$ cat src/rtl/exc_pkg.sv
// exc_pkg: shared definitions for the exception/interrupt sequencer.
//   - Cause.ExcCode values
//   - CP0 register indices targeted by the write-enable vector
//   - exc_flags bit positions
//   - sequencer state type
package exc_pkg;

    localparam logic [4:0] EXC_INT  = 5'h00;
    localparam logic [4:0] EXC_ADEL = 5'h04;
    localparam logic [4:0] EXC_ADES = 5'h05;
    localparam logic [4:0] EXC_SYS  = 5'h08;
    localparam logic [4:0] EXC_BP   = 5'h09;
    localparam logic [4:0] EXC_RI   = 5'h0A;
    localparam logic [4:0] EXC_OV   = 5'h0C;

    localparam int unsigned CP0_BADVADDR = 8;
    localparam int unsigned CP0_STATUS   = 12;
    localparam int unsigned CP0_CAUSE    = 13;
    localparam int unsigned CP0_EPC      = 14;

    localparam int unsigned FLG_ADEL_IF = 0;
    localparam int unsigned FLG_RI      = 1;
    localparam int unsigned FLG_OV      = 2;
    localparam int unsigned FLG_SYS     = 3;
    localparam int unsigned FLG_BP      = 4;
    localparam int unsigned FLG_ADEL_LS = 5;
    localparam int unsigned FLG_ADES    = 6;
    localparam int unsigned FLG_ERET    = 7;

    typedef enum logic [1:0] {
        IDLE     = 2'd0,
        WRITE    = 2'd1,
        REDIRECT = 2'd2
    } exc_state_e;

endpackage

$ cat src/rtl/exc_prio_enc.sv
// exc_prio_enc: combinational priority encoder for the committing instruction.
// Ports:
//   exc_flags      in  8  raw exception flags (bit map in exc_pkg)
//   int_pending    in  1  enabled interrupt is pending
//   take           out 1  something must be handled (exception, interrupt or ERET)
//   is_eret        out 1  winner is ERET (no exception, no interrupt)
//   exccode        out 5  Cause.ExcCode of the winner
//   use_if_addr    out 1  BadVAddr comes from the fetch address
//   write_badvaddr out 1  winner is an address error, BadVAddr must be written
module exc_prio_enc
    import exc_pkg::*;
(
    input  logic [7:0] exc_flags,
    input  logic       int_pending,
    output logic       take,
    output logic       is_eret,
    output logic [4:0] exccode,
    output logic       use_if_addr,
    output logic       write_badvaddr
);

    always_comb begin
        take           = 1'b1;
        is_eret        = 1'b0;
        exccode        = EXC_INT;
        use_if_addr    = 1'b0;
        write_badvaddr = 1'b0;
        if (int_pending) begin
            exccode = EXC_INT;
        end else if (exc_flags[FLG_ADEL_IF]) begin
            exccode        = EXC_ADEL;
            use_if_addr    = 1'b1;
            write_badvaddr = 1'b1;
        end else if (exc_flags[FLG_RI]) begin
            exccode = EXC_RI;
        end else if (exc_flags[FLG_OV]) begin
            exccode = EXC_OV;
        end else if (exc_flags[FLG_SYS]) begin
            exccode = EXC_SYS;
        end else if (exc_flags[FLG_BP]) begin
            exccode = EXC_BP;
        end else if (exc_flags[FLG_ADEL_LS]) begin
            exccode        = EXC_ADEL;
            write_badvaddr = 1'b1;
        end else if (exc_flags[FLG_ADES]) begin
            exccode        = EXC_ADES;
            write_badvaddr = 1'b1;
        end else if (exc_flags[FLG_ERET]) begin
            is_eret = 1'b1;
        end else begin
            take = 1'b0;
        end
    end

endmodule

$ cat src/rtl/exc_ctrl.sv
// exc_ctrl: exception/interrupt sequencer between MEM/WB commit and CP0.
// Ports:
//   clk, rst                     clock, asynchronous active-high reset
//   commit_valid/pc/bd           committing instruction
//   exc_flags                    exception flags of committing instruction
//   bad_if_addr, bad_ls_addr     faulting fetch / load-store address
//   hw_int                       asynchronous interrupt lines (synchronised here)
//   status_in, cause_in, epc_in  current CP0 state
//   cp0_we                       per-register write enable (bit n = CP0 reg n)
//   cp0_epc/badvaddr/exccode/bd  CP0 field write data
//   cp0_hw_int                   synchronised interrupt lines for Cause.IP
//   cp0_int_mask, cp0_exl, cp0_ie Status field write data
//   flush                        kill in-flight instructions (WRITE cycle)
//   redirect_valid/pc/ready      redirect handshake towards IF
//   busy                         controller is sequencing, commit stalled
module exc_ctrl
    import exc_pkg::*;
#(
    parameter int unsigned          WIDTH      = 32,
    parameter logic [WIDTH-1:0]     EXC_VECTOR = 32'hBFC00380
) (
    input  logic             clk,
    input  logic             rst,
    input  logic             commit_valid,
    input  logic [WIDTH-1:0] commit_pc,
    input  logic             commit_bd,
    input  logic [7:0]       exc_flags,
    input  logic [WIDTH-1:0] bad_if_addr,
    input  logic [WIDTH-1:0] bad_ls_addr,
    input  logic [5:0]       hw_int,
    input  logic [WIDTH-1:0] status_in,
    input  logic [WIDTH-1:0] cause_in,
    input  logic [WIDTH-1:0] epc_in,
    output logic [WIDTH-1:0] cp0_we,
    output logic [WIDTH-1:0] cp0_epc,
    output logic [WIDTH-1:0] cp0_badvaddr,
    output logic [4:0]       cp0_exccode,
    output logic             cp0_bd,
    output logic [5:0]       cp0_hw_int,
    output logic [7:0]       cp0_int_mask,
    output logic             cp0_exl,
    output logic             cp0_ie,
    output logic             flush,
    output logic             redirect_valid,
    output logic [WIDTH-1:0] redirect_pc,
    input  logic             redirect_ready,
    output logic             busy
);

    exc_state_e       state_q, state_d;
    logic [5:0]       hw_meta_q, hw_sync_q;
    logic             is_eret_q, is_eret_d;
    logic [4:0]       code_q, code_d;
    logic [WIDTH-1:0] pc_q, pc_d;
    logic             bd_q, bd_d;
    logic [WIDTH-1:0] badv_q, badv_d;
    logic             wbad_q, wbad_d;
    logic [WIDTH-1:0] redir_q, redir_d;

    logic             int_pending;
    logic             p_take, p_eret, p_use_if, p_wbad;
    logic [4:0]       p_code;

    logic             unused_bits;
    assign unused_bits = ^{status_in[WIDTH-1:16], status_in[7:2],
                           cause_in[WIDTH-1:10], cause_in[7:0]};

    // IE set, EXL clear, and any enabled IP bit (HW lines above the two SW bits).
    assign int_pending = status_in[0] & ~status_in[1]
                       & |({hw_sync_q, cause_in[9:8]} & status_in[15:8]);

    exc_prio_enc u_prio (
        .exc_flags      (exc_flags),
        .int_pending    (int_pending),
        .take           (p_take),
        .is_eret        (p_eret),
        .exccode        (p_code),
        .use_if_addr    (p_use_if),
        .write_badvaddr (p_wbad)
    );

    always_ff @(posedge clk or posedge rst) begin
        if (rst) begin
            state_q   <= IDLE;
            hw_meta_q <= '0;
            hw_sync_q <= '0;
            is_eret_q <= 1'b0;
            code_q    <= '0;
            pc_q      <= '0;
            bd_q      <= 1'b0;
            badv_q    <= '0;
            wbad_q    <= 1'b0;
            redir_q   <= '0;
        end else begin
            state_q   <= state_d;
            hw_meta_q <= hw_int;
            hw_sync_q <= hw_meta_q;
            is_eret_q <= is_eret_d;
            code_q    <= code_d;
            pc_q      <= pc_d;
            bd_q      <= bd_d;
            badv_q    <= badv_d;
            wbad_q    <= wbad_d;
            redir_q   <= redir_d;
        end
    end

    // Next state and latched transaction fields.
    always_comb begin
        state_d   = state_q;
        is_eret_d = is_eret_q;
        code_d    = code_q;
        pc_d      = pc_q;
        bd_d      = bd_q;
        badv_d    = badv_q;
        wbad_d    = wbad_q;
        redir_d   = redir_q;
        unique case (state_q)
            IDLE: begin
                if (commit_valid && p_take) begin
                    state_d   = WRITE;
                    is_eret_d = p_eret;
                    code_d    = p_code;
                    pc_d      = commit_pc;
                    bd_d      = commit_bd;
                    badv_d    = p_use_if ? bad_if_addr : bad_ls_addr;
                    wbad_d    = p_wbad;
                end
            end
            WRITE: begin
                state_d = REDIRECT;
                // ERET returns to the EPC as seen during the write cycle.
                redir_d = is_eret_q ? epc_in : EXC_VECTOR;
            end
            REDIRECT: begin
                if (redirect_ready) state_d = IDLE;
            end
            default: state_d = IDLE;
        endcase
    end

    // Outputs decoded from state; CP0 data only meaningful in WRITE.
    always_comb begin
        cp0_we         = '0;
        cp0_epc        = '0;
        cp0_badvaddr   = '0;
        cp0_exccode    = '0;
        cp0_bd         = 1'b0;
        cp0_int_mask   = 8'hFF;
        cp0_exl        = 1'b0;
        cp0_ie         = 1'b1;
        flush          = 1'b0;
        redirect_valid = 1'b0;
        busy           = 1'b0;
        unique case (state_q)
            WRITE: begin
                flush        = 1'b1;
                busy         = 1'b1;
                cp0_int_mask = status_in[15:8];
                cp0_ie       = status_in[0];
                cp0_we[CP0_STATUS] = 1'b1;
                if (!is_eret_q) begin
                    cp0_we[CP0_CAUSE]    = 1'b1;
                    cp0_we[CP0_EPC]      = 1'b1;
                    cp0_we[CP0_BADVADDR] = wbad_q;
                    cp0_epc      = pc_q;
                    cp0_bd       = bd_q;
                    cp0_badvaddr = badv_q;
                    cp0_exccode  = code_q;
                    cp0_exl      = 1'b1;
                end
            end
            REDIRECT: begin
                redirect_valid = 1'b1;
                busy           = 1'b1;
            end
            default: ;
        endcase
    end

    assign cp0_hw_int  = hw_sync_q;
    assign redirect_pc = redir_q;

endmodule
$ cat config.mk
export PLATFORM = sky130hd
export DESIGN_NAME = exc_ctrl
export DESIGN_NICKNAME = d
export VERILOG_FILES = /design/src/rtl/exc_pkg.sv /design/src/rtl/exc_prio_enc.sv /design/src/rtl/exc_ctrl.sv
export SDC_FILE = /design/constraint.sdc
export NUM_CORES = 1
export LEC_CHECK = 0
export BUFFER_PORTS_ARGS = -buffer_cell sky130_fd_sc_hd__buf_2
export CORE_AREA = 2 2 142 144
export DETAILED_ROUTE_END_ITERATION = 8
export DIE_AREA = 0 0 144 146
export GPL_ROUTABILITY_DRIVEN = 0
export GPL_TIMING_DRIVEN = 1
export HOLD_SLACK_MARGIN = 0.03
export PLACE_DENSITY = 0.68
export SLEW_MARGIN = 20
export SYNTH_ARGS = -nofsm -noshare
export SYNTH_HDL_FRONTEND = slang
export SYNTH_SLANG_ARGS = --single-unit
$ cat constraint.sdc
create_clock -name clk -period 6.5 [get_ports clk]
set_clock_uncertainty 0.1 [all_clocks]
set_input_delay 0.975 -clock clk [delete_from_list [all_inputs] [get_ports clk]]
set_output_delay 0.975 -clock clk [all_outputs]
set_load 0.01 [all_outputs]
==> reports/qor.csv, run 1 <==
stage,metric,value,unit
outcome,status,completed,
sta,timing.final.hold_violations,0,
sta,setup_tns,0,ns
power_and_ir_drop,ir_worst_vdd,0.176,mV
cts,postCtsSetupBuffers,0,
cells_and_area,final_area,7620,sq um
critical_path,crit_chain,inv_1 -> ha_1 -> nor2b_4 -> buf_4 -> and2_1 -> buf_2,
critical_path,startpoint_type,flip-flop,
cts,cts_resized,0,
die,die_area,21000,sq um
cells_and_area,drive_above_1_share,44.8,%
synthesis,synthArstFlopShare,100,%
die,rows,51,
cts,htree_levels,4,
drt,viasPerCell,4.18,
grt,grt_max_degree,61,
cts,holdBufCountCts,0,
sta,worstMarginPinSlew,1.07,ns
cells_and_area,layout_commonest_cell,buf_2,
sta,slew_headroom,28.6,%
die,coreArea,19300,sq um
drt,wl_per_cell,13.5,um
sta,max_freq,282,MHz
job,drv_cap,0,
die,start_util,28.4,%
drt,drt-initial-drc-count,130,
critical_path,cp_top_family,simple AND/OR/NAND/NOR gates,
drt,drc,0,
synthesis,syn-cell-area,5490,sq um
cts,clk_pin_slew,0.05,ns
cts,cts_tree,yes,
synthesis,avgSynthCellArea,10.7,sq um
critical_path,end_kind,output port,
synthesis,synth_edf_count,0,
sta,slew_violations,0,
drt,routed_wl,14.3,mm
cells_and_area,area_growth,38.7,%
sta,rsz0062_at_grt,false,
grt,antenna_found_initial,0,
critical_path,critPathRequiredTime,5.42,ns
critical_path,path_buf_inv,3,
cells_and_area,final_cell_mix,"buf_2 (282), dfrtp_1 (117), and2_1 (71), nand2_1 (61), o21ai_0 (57)",
grt,grtUsageTotal,13.5,%
cells_and_area,diodes,0,
grt,grt_pass1_wl,22.1,mm
power_and_ir_drop,power_density,387,nW/um^2
sta,period_needed,3.55,ns
placed_design,dpl-instance-area,7000,sq um
drt,ant_nets,0,
grt,grt_overflow_total,0,
drt,firstDrtPassIters,4,
cells_and_area,fill_cells,1944,
cts,cts_buffers,17,
placed_design,portBuffers,282,
synthesis,ys_types,30,
synthesis,ys.flop_type,dfrtp_1,
die,die_width,144,um
cts,root_buffer,clkbuf_16,
critical_path,slowest_delay,0.55,ns
synthesis,synth_top_cells_by_area,"dfrtp_1 (53%), and2_1 (8.1%), mux2_2 (6.6%)",
critical_path,cp.arrival,2.47,ns
cts,clkLatencyLatePin,0.40,ns
synthesis,synth_warnings,0,
synthesis,synth-seq-area-share,53.3,%
placed_design,dpl.hpwl,10.4,mm
die,pin_count,364,
die,die_y,146,um
cts,cts.path.max_buffers,2,
synthesis,ys_ff_latch,117,
synthesis,synth_area_leader_cell,dfrtp_1,
synthesis,synth_top_area_share,53.3,%
power_and_ir_drop,leakage,3.93,nW
min_path,hold_class,flip-flop to flip-flop,
sta,period_share,54.6,%
critical_path,critical_path.max_fanout,43,
synthesis,synth_cells,513,
drt,vias,4444,
cells_and_area,layout.nets,998,
critical_path,slowest_stage,nor2b_4,
sta,finalSetupViolCount,0,
critical_path,crit_type,flip-flop to output port,
grt,grt_pass1_vias,4392,
cts,cts_sinks,117,
==> logic make-up after synthesis <==
logic type,after synthesis,synth area share (%)
buffers and inverters,87,8.79
AND/OR/NAND/NOR,156,15.1
adder cells (fa/ha/maj),3,0.684
AO/OA/AOI/OAI,83,9.27
flip-flops,117,53.3
multiplexers,66,12.8
other,1,0.0683
==> sequential cells by signal (all words and copies together), names as in the netlist <==
signal and cells:
badv_q 32, is_eret_q 1, bd_q 1, state_q 2
pc_q 32, cp0_hw_int 6, wbad_q 1, hw_meta_q 6
code_q 4, redirect_pc 32
==> power breakdown <==
part	internal, mW	switching [mW]	leakage [nW]
registers	0.954	0.0920	1.41
logic	0.417	0.508	2.21
clock network	0.652	0.326	0.302
==> layout make-up <==
cell class	instances	area, sq um	area share [%]
clock buffer	24	502	6.59
clock inverter	8	120	1.58
inverter	24	92.6	1.22
multi-input combinational	337	2200	28.8
sequential	117	2930	38.4
tap	265	332	4.35
timing repair buffer	287	1450	19.0
==> through the flow <==
step | util (%) | cells | total power, mW | hold WS (ns) | worst slack, ns
floorplan | - | 541 | 1.68 | 0.231 | 2.32
global placement | 36.2 | 1030 | 1.98 | 0.233 | 3.00
detailed placement | 36.2 | 1030 | 2.01 | 0.237 | 3.00
CTS | 39.4 | 1062 | 3.01 | 0.248 | 2.87
global route | 39.4 | 1062 | 3.16 | 0.259 | 2.73
finish | 39.4 | 1062 | 2.95 | 0.245 | 2.95
==> synth_stat cells (6+ instances only) <==
| cell type | count |
|---|---|
| mux2_2 | 32 |
| nand2_1 | 61 |
| inv_1 | 24 |
| and2_1 | 71 |
| clkbuf_1 | 21 |
| dfrtp_1 | 117 |
| buf_4 | 39 |
| nand2b_1 | 11 |
| o22a_1 | 12 |
| mux2i_1 | 32 |
| nor2_1 | 6 |
| o21ai_0 | 57 |
==> worst register-to-register path, stage by stage (launching register included) <==
cell	delay, ns
dfrtp_1	0.37
a22oi_1	0.23
a41oi_2	0.34
o211ai_4	0.66
buf_4	0.52
mux2_2	0.40
==> worst paths after layout <==
| kind | depth (start not counted) | from | slack (ns) | end |
|---|---|---|---|---|
| worst min-delay path | 0 | hw_meta_q[2] | 0.24 | cp0_hw_int[2] |
| min in group asynchronous | 2 | rst | 0.61 | pc_q[19] |
| worst min register to register | 0 | hw_meta_q[2] | 0.24 | cp0_hw_int[2] |
| worst max-delay path | 6 | state_q[1] | 2.95 | cp0_exccode[1] |
| max in group asynchronous | 3 | rst | 4.43 | redirect_pc[30] |
| worst max register to register | 5 | cp0_hw_int[2] | 3.76 | pc_q[31] |
==> layer usage <==
layer	global-route usage [%]	vias up	part of all wire [%]
met5	0	-	0
met4	5.10	0	2.1
met3	4.18	20	7.3
met2	23.3	180	49
met1	15.7	2073	41
li1	-	2171	-
Power figures use the tool's default switching activity.
==> run 2: changes to the inputs <==
Settings changed: CORE_AREA 2 2 142 144 to 2 2 143 145, DIE_AREA 0 0 144 146 to 0 0 145 147, PLACE_DENSITY 0.68 to 0.69.
Clock period 6.5 ns to 2.94 ns, I/O delays scaled along.
==> reports/qor.csv, run 2 (synthesized netlist as in run 1, its figures left out) <==
stage,metric,value,unit
power_and_ir_drop,p_sw,2.09,mW
cts,clkLatencyLatePin,0.41,ns
drt,viasPerCell,4.13,
power_and_ir_drop,p_total,6.64,mW
min_path,hold_class,input port to asynchronous set/reset pin,
placed_design,pre_cts_ws,0.448,ns
critical_path,slowest_stage,dfrtp_1,
grt,grt_pass1_vias,4392,
drt,routed_wl,14.1,mm
drt,wl_per_cell,13.1,um
sta,period_share,86.9,%
cells_and_area,final_cell_mix,"buf_2 (282), dfrtp_1 (117), and2_1 (71), nand2_1 (61), o21ai_0 (57)",
cts,cts_buffers,17,
drt,wl_met2,6.95,mm
cells_and_area,drive_above_1_share,44.8,%
die,rows,52,
sta,timing.final.hold_violations,0,
job,drv_cap,0,
power_and_ir_drop,switching_share,31.5,%
cts,htree_levels,4,
critical_path,end_kind,output port,
cts,cts_tree,yes,
cts,clk_pin_slew,0.06,ns
cells_and_area,fill_cells,1969,
critical_path,rrSetupSlack,0.68,ns
cells_and_area,layout_commonest_cell,buf_2,
cts,cts_resized,0,
placed_design,dpl.hpwl,10.4,mm
drt,wl_met1,6.10,mm
die,pin_count,364,
critical_path,crit_start,state_q[1],
grt,antenna_found_initial,0,
critical_path,crit_type,flip-flop to output port,
critical_path,critical_path.max_fanout,58,
critical_path,cp_top_family,simple AND/OR/NAND/NOR gates,
drt,drt-initial-drc-count,129,
die,die_y,147,um
power_and_ir_drop,leakage,3.99,nW
sta,period_needed,2.56,ns
die,die_area,21300,sq um
power_and_ir_drop,power_frac_seq,34.9,%
power_and_ir_drop,power_frac_clock,33.8,%
cells_and_area,diodes,0,
cells_and_area,area_growth,41.9,%
placed_design,portBuffers,282,
cells_and_area,layout.nets,1006,
drt,drc,0,
critical_path,path_buf_inv,3,
die,start_util,27.7,%
sta,setup_tns,0,ns
drt,met3WireLength,732,um
power_and_ir_drop,power_density,852,nW/um^2
drt,firstDrtPassIters,4,
grt,grt_max_degree,69,
sta,slew_headroom,50.3,%
power_and_ir_drop,ir_worst_vdd,0.364,mV
critical_path,timing.rr.start,cp0_hw_int[2],
cts,root_buffer,clkbuf_16,
grt,grt_pass1_wl,22.7,mm
sta,finalSetupViolCount,0,
drt,top_layer_used,met4,
sta,slew_violations,0,
grt,grtUsageTotal,13.5,%
grt,grt_overflow_total,0,
critical_path,crit_chain,inv_1 -> ha_1 -> nor2b_4 -> buf_12 -> and2_1 -> buf_2,
sta,rsz0062_at_grt,false,
cts,cts_sinks,117,
power_and_ir_drop,comb_power_share,31.4,%
sta,worst_slack,0.385,ns
outcome,status,completed,
sta,holdWs,0.0422,ns
critical_path,critPathRequiredTime,2.40,ns
drt,ant_nets,0,
critical_path,cp.arrival,2.01,ns
power_and_ir_drop,internal_power,4.55,mW
critical_path,slowest_delay,0.39,ns
cts,cts.path.max_buffers,2,
die,die_width,145,um
sta,max_freq,391,MHz
sta,worstMarginPinSlew,0.745,ns
drt,vias,4439,
critical_path,startpoint_type,flip-flop,
die,coreArea,19800,sq um
run 2: area by class of cell:
type | instances | area, sq um | area share (%)
clock buffer | 19 | 453 | 5.81
multi-input combinational | 337 | 2200 | 28.2
clock inverter | 13 | 196 | 2.52
inverter | 24 | 93.8 | 1.20
sequential | 117 | 2930 | 37.6
timing repair buffer | 295 | 1590 | 20.4
tap | 270 | 338 | 4.34
run 2: timing repair:
action | in CTS | in global routing
setup endpoints to repair | 0 | 0
hold buffers | 6 | 0
endpoints found under the hold margin | 6 | 0
buffers inserted | 0 | 0
run 2: worst reg2reg max path, delay by kind of cell, from the launching register on:
family	cells	cell delay, ns
buffers and inverters	1	0.41
flip-flops	1	0.38
multiplexers	1	0.41
AO/OA/AOI/OAI	3	0.85
run 2: layer usage:
layer	up-vias	track usage, %
li1	2196	-
met1	2044	16.6
met2	176	22.9
met3	23	3.17
met4	0	5.99
met5	-	0
run 2: stage by stage:
| step | instances | area (sq um) | util (%) |
|---|---|---|---|
| floorplan | 541 | 5600 | - |
| global placement | 1037 | 7080 | 35.7 |
| detailed placement | 1037 | 7080 | 35.7 |
| CTS | 1075 | 7790 | 39.3 |
| global route | 1075 | 7790 | 39.3 |
| finish | 1075 | 7790 | 39.3 |
run 2: final timing paths:
kind	end	cells past startpoint
max	cp0_badvaddr[0]	6
min	redirect_pc[19]	2
max reg2reg	pc_q[26]	5
min reg2reg	cp0_hw_int[2]	0
max in group asynchronous	badv_q[12]	3
min in group clk	redirect_pc[2]	3
run 2: power by group through the flow:
stage | Sequential (mW) | Clock (mW) | Combinational [mW]
6_report | 2.31 | 2.24 | 2.08
5_1_grt | 2.39 | 2.38 | 2.34
4_1_cts | 2.32 | 2.31 | 2.14
3_5_place_dp | 2.35 | 0 | 2.13
3_3_place_gp | 2.32 | 0 | 2.09
2_1_floorplan | 2.28 | 0 | 1.42
